===== config.mk =====
export PLATFORM = sky130hd
export DESIGN_NAME = npu_setreset_pulse_sched
export DESIGN_NICKNAME = d
export VERILOG_FILES = /design/src/rtl/npu_setreset_pulse_sched.sv
export SDC_FILE = /design/constraint.sdc
export NUM_CORES = 1
export LEC_CHECK = 0
export ABC_AREA = 1
export ABC_CLOCK_PERIOD_IN_PS = 9000
export CORE_ASPECT_RATIO = 2
export CORE_MARGIN = 2
export CORE_UTILIZATION = 45
export DETAILED_ROUTE_END_ITERATION = 10
export GPL_TIMING_DRIVEN = 0
export PLACE_DENSITY = 0.69
export SLEW_MARGIN = 30
export SYNTH_ARGS = -nofsm -noshare
export SYNTH_HDL_FRONTEND = slang
export SYNTH_SLANG_ARGS = --single-unit
export TNS_END_PERCENT = 5

===== constraint.sdc =====
create_clock -name clk -period 9 [get_ports clk]
set_input_delay 2.7 -clock clk [delete_from_list [all_inputs] [get_ports clk]]
set_output_delay 2.7 -clock clk [all_outputs]
set_load 0.1 [all_outputs]

===== src/rtl/npu_setreset_pulse_sched.sv =====
// SET/RESET/READMEM sequencer for the NPU v2 array: walks WL points, repeats an op list per point,
// and times the WL/SEL/BL switch windows inside each SET or RESET pulse.
module npu_setreset_pulse_sched #(
  parameter int CNT_W  = 16,
  parameter int WL_W   = 8,
  parameter int LOOP_W = 16,
  parameter int STAT_W = 32
) (
  input  logic              clk,
  input  logic              reset,
  input  logic              start,
  input  logic              stop,
  input  logic [WL_W-1:0]   cfg_wl_st,
  input  logic [WL_W-1:0]   cfg_wl_end,
  input  logic [7:0]        cfg_op_seq,
  input  logic [2:0]        cfg_op_num,
  input  logic [LOOP_W-1:0] cfg_pt_loop,
  input  logic [CNT_W-1:0]  cfg_set_width,
  input  logic [CNT_W-1:0]  cfg_reset_width,
  input  logic [CNT_W-1:0]  cfg_set_wl_st,
  input  logic [CNT_W-1:0]  cfg_set_wl_end,
  input  logic [CNT_W-1:0]  cfg_set_sel_st,
  input  logic [CNT_W-1:0]  cfg_set_sel_end,
  input  logic [CNT_W-1:0]  cfg_set_bl_st,
  input  logic [CNT_W-1:0]  cfg_set_bl_end,
  input  logic [CNT_W-1:0]  cfg_reset_wl_st,
  input  logic [CNT_W-1:0]  cfg_reset_wl_end,
  input  logic [CNT_W-1:0]  cfg_reset_sel_st,
  input  logic [CNT_W-1:0]  cfg_reset_sel_end,
  input  logic [CNT_W-1:0]  cfg_reset_bl_st,
  input  logic [CNT_W-1:0]  cfg_reset_bl_end,
  input  logic              read_done,
  output logic              read_req,
  output logic [WL_W-1:0]   wl_addr,
  output logic              wl_en,
  output logic              sel_en,
  output logic              bl_en,
  output logic              set_mode,
  output logic              reset_mode,
  output logic              busy,
  output logic              done,
  output logic              stopped,
  output logic              cfg_err,
  output logic [STAT_W-1:0] pulse_cnt
);

  typedef enum logic [2:0] {S_IDLE, S_LOAD, S_PULSE, S_READ, S_NEXT_OP, S_DONE} state_t;

  state_t                  r_state;
  logic                    r_load_ph;
  logic [WL_W-1:0]         r_wl_st;
  logic [WL_W-1:0]         r_wl_end;
  logic [7:0]              r_op_seq;
  logic [2:0]              r_op_num;
  logic [LOOP_W-1:0]       r_pt_loop;
  logic [CNT_W-1:0]        r_set_w;
  logic [CNT_W-1:0]        r_rst_w;
  logic [5:0][CNT_W-1:0]   r_set_win;
  logic [5:0][CNT_W-1:0]   r_rst_win;
  logic [1:0]              r_op_idx;
  logic [LOOP_W-1:0]       r_loop_idx;
  logic [CNT_W-1:0]        r_k;
  logic                    r_cur_set;

  logic                    w_last_op;
  logic                    w_last_loop;
  logic                    w_run_done;
  logic [1:0]              w_disp_idx;
  logic [1:0]              w_disp_op;
  logic                    w_disp_set;
  logic [CNT_W-1:0]        w_disp_w;
  logic [5:0][CNT_W-1:0]   w_disp_win;
  state_t                  w_disp_state;
  logic                    w_dispatch;
  logic [CNT_W-1:0]        w_act_w;
  logic [5:0][CNT_W-1:0]   w_act_win;
  logic                    w_k_last;

  // Window layout {bl_end, bl_st, sel_end, sel_st, wl_end, wl_st}; k never exceeds width-1, so the
  // end bound is clipped implicitly and a window starting at or beyond the width never opens.
  function automatic logic [2:0] f_win(input logic [5:0][CNT_W-1:0] win, input logic [CNT_W-1:0] k);
    logic [2:0] en;
    en[0] = (k >= win[0]) && (k <= win[1]);
    en[1] = (k >= win[2]) && (k <= win[3]);
    en[2] = (k >= win[4]) && (k <= win[5]);
    return en;
  endfunction

  // Next-op selection and dispatch decode shared by LOAD and NEXT_OP.
  always_comb begin
    w_last_op   = ({1'b0, r_op_idx} == (r_op_num - 3'd1));
    w_last_loop = (r_loop_idx == (r_pt_loop - LOOP_W'(1)));
    w_run_done  = w_last_op && w_last_loop && (wl_addr == r_wl_end);
    w_disp_idx  = (r_state == S_LOAD) ? 2'd0 : (w_last_op ? 2'd0 : (r_op_idx + 2'd1));
    case (w_disp_idx)
      2'd0:    w_disp_op = r_op_seq[1:0];
      2'd1:    w_disp_op = r_op_seq[3:2];
      2'd2:    w_disp_op = r_op_seq[5:4];
      2'd3:    w_disp_op = r_op_seq[7:6];
      default: w_disp_op = r_op_seq[1:0];
    endcase
    w_disp_set = (w_disp_op == 2'd0);
    w_disp_w   = w_disp_set ? r_set_w : r_rst_w;
    w_disp_win = w_disp_set ? r_set_win : r_rst_win;
    case (w_disp_op)
      2'd0, 2'd1: w_disp_state = (w_disp_w != {CNT_W{1'b0}}) ? S_PULSE : S_NEXT_OP;
      2'd2:       w_disp_state = S_READ;
      default:    w_disp_state = S_NEXT_OP;
    endcase
    w_dispatch = ((r_state == S_LOAD) && r_load_ph && !(r_wl_end < r_wl_st)) ||
                 ((r_state == S_NEXT_OP) && !w_run_done);
    w_act_w    = r_cur_set ? r_set_w : r_rst_w;
    w_act_win  = r_cur_set ? r_set_win : r_rst_win;
    w_k_last   = (r_k == (w_act_w - CNT_W'(1)));
  end

  // Sequencer state machine; all outputs are registered here.
  always_ff @(posedge clk) begin
    if (reset) begin
      r_state    <= S_IDLE;
      r_load_ph  <= 1'b0;
      r_wl_st    <= {WL_W{1'b0}};
      r_wl_end   <= {WL_W{1'b0}};
      r_op_seq   <= 8'd0;
      r_op_num   <= 3'd1;
      r_pt_loop  <= LOOP_W'(1);
      r_set_w    <= {CNT_W{1'b0}};
      r_rst_w    <= {CNT_W{1'b0}};
      r_set_win  <= {(6*CNT_W){1'b0}};
      r_rst_win  <= {(6*CNT_W){1'b0}};
      r_op_idx   <= 2'd0;
      r_loop_idx <= {LOOP_W{1'b0}};
      r_k        <= {CNT_W{1'b0}};
      r_cur_set  <= 1'b0;
      read_req   <= 1'b0;
      wl_addr    <= {WL_W{1'b0}};
      wl_en      <= 1'b0;
      sel_en     <= 1'b0;
      bl_en      <= 1'b0;
      set_mode   <= 1'b0;
      reset_mode <= 1'b0;
      busy       <= 1'b0;
      done       <= 1'b0;
      stopped    <= 1'b0;
      cfg_err    <= 1'b0;
      pulse_cnt  <= {STAT_W{1'b0}};
    end else if (stop && (r_state != S_IDLE)) begin
      r_state    <= S_IDLE;
      r_load_ph  <= 1'b0;
      read_req   <= 1'b0;
      wl_en      <= 1'b0;
      sel_en     <= 1'b0;
      bl_en      <= 1'b0;
      set_mode   <= 1'b0;
      reset_mode <= 1'b0;
      busy       <= 1'b0;
      done       <= 1'b0;
      stopped    <= 1'b1;
    end else begin
      case (r_state)
        S_IDLE: begin
          if (start && !stop) begin
            r_state   <= S_LOAD;
            r_load_ph <= 1'b0;
            busy      <= 1'b1;
            stopped   <= 1'b0;
            cfg_err   <= 1'b0;
            pulse_cnt <= {STAT_W{1'b0}};
          end
        end
        S_LOAD: begin
          if (!r_load_ph) begin
            r_load_ph <= 1'b1;
            r_wl_st   <= cfg_wl_st;
            r_wl_end  <= cfg_wl_end;
            r_op_seq  <= cfg_op_seq;
            r_op_num  <= (cfg_op_num == 3'd0) ? 3'd1 : ((cfg_op_num > 3'd4) ? 3'd4 : cfg_op_num);
            r_pt_loop <= (cfg_pt_loop == {LOOP_W{1'b0}}) ? LOOP_W'(1) : cfg_pt_loop;
            r_set_w   <= cfg_set_width;
            r_rst_w   <= cfg_reset_width;
            r_set_win <= {cfg_set_bl_end, cfg_set_bl_st, cfg_set_sel_end, cfg_set_sel_st,
                          cfg_set_wl_end, cfg_set_wl_st};
            r_rst_win <= {cfg_reset_bl_end, cfg_reset_bl_st, cfg_reset_sel_end, cfg_reset_sel_st,
                          cfg_reset_wl_end, cfg_reset_wl_st};
          end else begin
            r_load_ph <= 1'b0;
            if (r_wl_end < r_wl_st) begin
              cfg_err <= 1'b1;
              done    <= 1'b1;
              r_state <= S_DONE;
            end else begin
              wl_addr    <= r_wl_st;
              r_op_idx   <= 2'd0;
              r_loop_idx <= {LOOP_W{1'b0}};
            end
          end
        end
        S_PULSE: begin
          if (w_k_last) begin
            r_state    <= S_NEXT_OP;
            wl_en      <= 1'b0;
            sel_en     <= 1'b0;
            bl_en      <= 1'b0;
            set_mode   <= 1'b0;
            reset_mode <= 1'b0;
            pulse_cnt  <= pulse_cnt + STAT_W'(1);
          end else begin
            r_k                    <= r_k + CNT_W'(1);
            {bl_en, sel_en, wl_en} <= f_win(w_act_win, r_k + CNT_W'(1));
          end
        end
        S_READ: begin
          if (read_done) begin
            read_req <= 1'b0;
            r_state  <= S_NEXT_OP;
          end
        end
        S_NEXT_OP: begin
          if (w_run_done) begin
            done    <= 1'b1;
            r_state <= S_DONE;
          end else if (!w_last_op) begin
            r_op_idx <= r_op_idx + 2'd1;
          end else begin
            r_op_idx <= 2'd0;
            if (!w_last_loop) begin
              r_loop_idx <= r_loop_idx + LOOP_W'(1);
            end else begin
              r_loop_idx <= {LOOP_W{1'b0}};
              wl_addr    <= wl_addr + WL_W'(1);
            end
          end
        end
        S_DONE: begin
          done    <= 1'b0;
          busy    <= 1'b0;
          r_state <= S_IDLE;
        end
        default: r_state <= S_IDLE;
      endcase
      // Dispatch overrides the state chosen above when a new op is entered.
      if (w_dispatch) begin
        r_state   <= w_disp_state;
        r_cur_set <= w_disp_set;
        r_k       <= {CNT_W{1'b0}};
        case (w_disp_state)
          S_PULSE: begin
            set_mode               <= w_disp_set;
            reset_mode             <= !w_disp_set;
            {bl_en, sel_en, wl_en} <= f_win(w_disp_win, {CNT_W{1'b0}});
          end
          S_READ:  read_req <= 1'b1;
          default: read_req <= 1'b0;
        endcase
      end
    end
  end

endmodule


==> flow_metrics.env <==
export IMPL_synth_seq_cells=356
export IMPL_avgSynthCellArea_um2=6.89
export IMPL_worstSetupEndpointType="flop"
export IMPL_cts_setup_buffers=0
export IMPL_syn_area_um2=19600
export IMPL_yosysWarnings=0
export IMPL_layout_drive_gt1_share_pct=3.88
export IMPL_top_usage_layer="met2"
export IMPL_cts_num_sinks=356
export IMPL_async_flop_share_pct=0
export IMPL_die_area_um2=45300
export IMPL_tritoncts="done"
export IMPL_fin_crit_ns=5.46
export IMPL_ff2ff_path_depth=17
export IMPL_peakVddDrop_mv=0.192
export IMPL_io_buffers=320
export IMPL_nFillCells=4293
export IMPL_htree_levels=2
export IMPL_clockRootBuffer="clkbuf_16"
export IMPL_clkLatencyLatePin_ns=0.54
export IMPL_cp_required_ns=9.39
export IMPL_pwr_share_seq_pct=29.2
export IMPL_synthCells=2843
export IMPL_yosysTopAreaCellShare_pct=36.4
export IMPL_setup_viol=0
export IMPL_drt_iter0_drc=1019
export IMPL_grt_pass1_wl_um=116000
export IMPL_hold_path_class="flop to flop"
export IMPL_gp_congestion=0.981
export IMPL_worst_pin_slew_ns=1.01
export IMPL_fp_dieW_um=152
export IMPL_cts_resized=0
export IMPL_io_pins=322
export IMPL_track_usage_pct=34.3
export IMPL_r2r_start="r_k[0]"
export IMPL_crit_fanout=10
export IMPL_final_max_slew_viol_count=0
export IMPL_ctsLongestPathBuffers=3
export IMPL_power_density_nw_per_um2=328
export IMPL_synth_edf_count=0
export IMPL_ant_nets=0
export IMPL_swShare_pct=47.3
export IMPL_wl_per_cell_um=20.9
export IMPL_die_y_um=299
export IMPL_diodes=0
export IMPL_start_util_pct=45.3
export IMPL_switchingPower_mw=3.84
export IMPL_critPathMaxStageDelay_ns=0.75
export IMPL_max_cap_violations=0
export IMPL_tns_ns=0
export IMPL_syn_nets=3225
export IMPL_p_comb_share_pct=51.5
export IMPL_fmax_ghz=0.183
export IMPL_hold_path_endpoint="cfg_err"
export IMPL_hold_viol_final=0
export IMPL_reg2reg_slack_ns=4.02
export IMPL_syn2layout_area_growth_pct=26.2
export IMPL_ys_seq_area_share_pct=36.4
export IMPL_antenna_found_initial=1
export IMPL_drc=0
export IMPL_synth_main_ff_cell="dfxtp_1"
export IMPL_status="finished, final reports clean"
export IMPL_path_class="input port to flop"
export IMPL_rsz0062_at_grt="false"
export IMPL_final_core_util_pct=57.2
export IMPL_wirelength_um=78800
export IMPL_dr_pass1_iters=5
export IMPL_clkTransAtPathRegs_ns=0.06
export IMPL_nNetsFinal=3584
export IMPL_startpoint_type="input port"
export IMPL_synth_area_leaders="dfxtp_1, nor2_1, nand2_1, o21ai_0, ha_1"
export IMPL_vias_per_cell=5.49
export IMPL_clock_skew_final_ns=0.0105
export IMPL_crit_family="buffers and inverters"
export IMPL_slew_headroom_pct=32.4
export IMPL_cts_hold_buffers=0
export IMPL_grt_use_met1_pct=31.6
export IMPL_yosysTopAreaCell="dfxtp_1"
export IMPL_critPathSlowestCell="clkbuf_1"
export IMPL_hp_start="cfg_err"
export IMPL_fin_crit_sh_pct=60.7
export IMPL_grt_max_degree=15
export IMPL_grt_use_met3_pct=4.54
export IMPL_row_count=108
export IMPL_grt_ovfl_total=0
export IMPL_path_buf_inv=5
export IMPL_min_path_cells=2
export IMPL_core_area_um2=43200
export IMPL_dpl_hpwl_um=63000
export IMPL_vias=20700
export IMPL_clockPowerShare_pct=19.3
export IMPL_cts_buffers=36
export IMPL_grt_pass1_vias=20900
export IMPL_internal_power_mw=4.28
export IMPL_synth_distinct_cells=44
export IMPL_grtUsageMet2_pct=66.0
export IMPL_p_leak_nw=10.3
export IMPL_arrival_ns=5.86
export IMPL_path_cells="clkdlybuf4s50_1, inv_1, nor2_1, nor2_1, inv_1, clkbuf_1, clkbuf_1, a21oi_1"
export IMPL_reg2reg_to="sel_en"
registers in the layout, summed over array words and instances, names as in the netlist, 2 cells and up:
| register | flops |
|---|---|
| r_pt_loop | 16 |
| r_set_w | 16 |
| r_op_seq | 8 |
| r_op_idx | 2 |
| r_state | 3 |
| r_wl_st | 8 |
| r_set_win | 96 |
| r_k | 16 |
| r_loop_idx | 16 |
| pulse_cnt | 32 |
| r_rst_win | 96 |
| wl_addr | 8 |
| r_op_num | 3 |
| r_wl_end | 8 |
| r_rst_w | 16 |
worst max path at each step:
stage                     startpoint  cells past startpoint            end
after detailed placement        stop                      9    r_rst_w[13]
after global placement          stop                      9  r_rst_win[33]
after global routing            stop                      9   r_rst_win[6]
final                           stop                      8     r_set_w[9]
after floorplan                 stop                      7    r_op_seq[0]
after CTS                       stop                      9    r_rst_w[14]
per-stage QoR:
stage | setup slack [ns] | power [mW] | hold WS, ns | cell area, µm² | std cells
floorplan | 4.85 | 5.10 | 0.430 | 19600 | 2843
global placement | 2.86 | 6.44 | 0.442 | 23500 | 3713
detailed placement | 2.83 | 6.52 | 0.455 | 23600 | 3714
CTS | 3.37 | 8.09 | 0.464 | 24700 | 3772
global route | 3.46 | 8.67 | 0.493 | 24700 | 3772
finish | 3.54 | 8.12 | 0.462 | 24700 | 3772
synth_stat cells, types with 11 or more instances:
cell type  number
nor2_1        537
nand2_1       488
o21ai_0       362
dfxtp_1       356
inv_1         223
a21oi_1       196
ha_1          110
nand3_1       108
clkbuf_1      107
xor2_1         56
mux2i_1        45
nand4_1        43
nor3_1         43
nor4_1         33
xnor2_1        29
nand2_2        11
worst min-delay path, stage by stage (launching register included):
cell and delay, ns:
dfxtp_1 0.31, inv_1 0.05, a21oi_1 0.06
layout make-up:
class	count	area [µm²]	area share (%)
inverters	226	860	3.47
well taps	550	688	2.78
repair buffers	321	3210	13.0
clock inverters	11	160	0.647
plain buffers	134	607	2.45
clock buffers	47	1010	4.10
flip-flops and latches	356	7130	28.8
multi-input cells	2127	11100	44.7
metal layers:
metal,part of all wire [%],routed length [µm],up-vias
met1,33,25800,9666
met2,54,42200,704
met4,9.0,7070,2
met5,0.014,11,-
met3,4.7,3740,270
li1,-,-,10100
logic make-up (layout without fill, tap and decap cells):
| logic type | Yosys count | in the layout | share of synthesized area, % |
|---|---|---|---|
| adder cells (fa/ha/maj) | 110 | 110 | 7.02 |
| flip-flops | 356 | 356 | 36.4 |
| AO/OA/AOI/OAI | 592 | 592 | 15.5 |
| XOR/XNOR | 85 | 85 | 3.80 |
| buffers and inverters | 360 | 739 | 7.46 |
| multiplexers | 45 | 45 | 2.30 |
| AND/OR/NAND/NOR | 1295 | 1295 | 27.6 |
cell usage in the layout (no fill, tap or decap), types with 10 or more instances in the layout:
cell type	n
nand2_2	11
clkbuf_1	109
nand2_1	488
xnor2_1	29
o21ai_0	362
nor2_2	10
a21oi_1	196
nand4_1	43
dfxtp_1	356
nor2_1	537
nor4_1	33
nand3_1	108
mux2i_1	45
clkbuf_16	37
nor3_1	43
ha_1	110
clkdlybuf4s50_1	320
inv_1	223
xor2_1	48
power groups by stage:
stage               Clock (mW)  Sequential (mW)  Combinational (mW)
finish                    1.57             2.37                4.18
global route              1.64             2.41                4.61
CTS                       1.58             2.36                4.15
detailed placement           0             2.39                4.13
global placement             0             2.38                4.06
floorplan                    0             2.45                2.65
No activity file was read; power rests on OpenSTA's default activity.
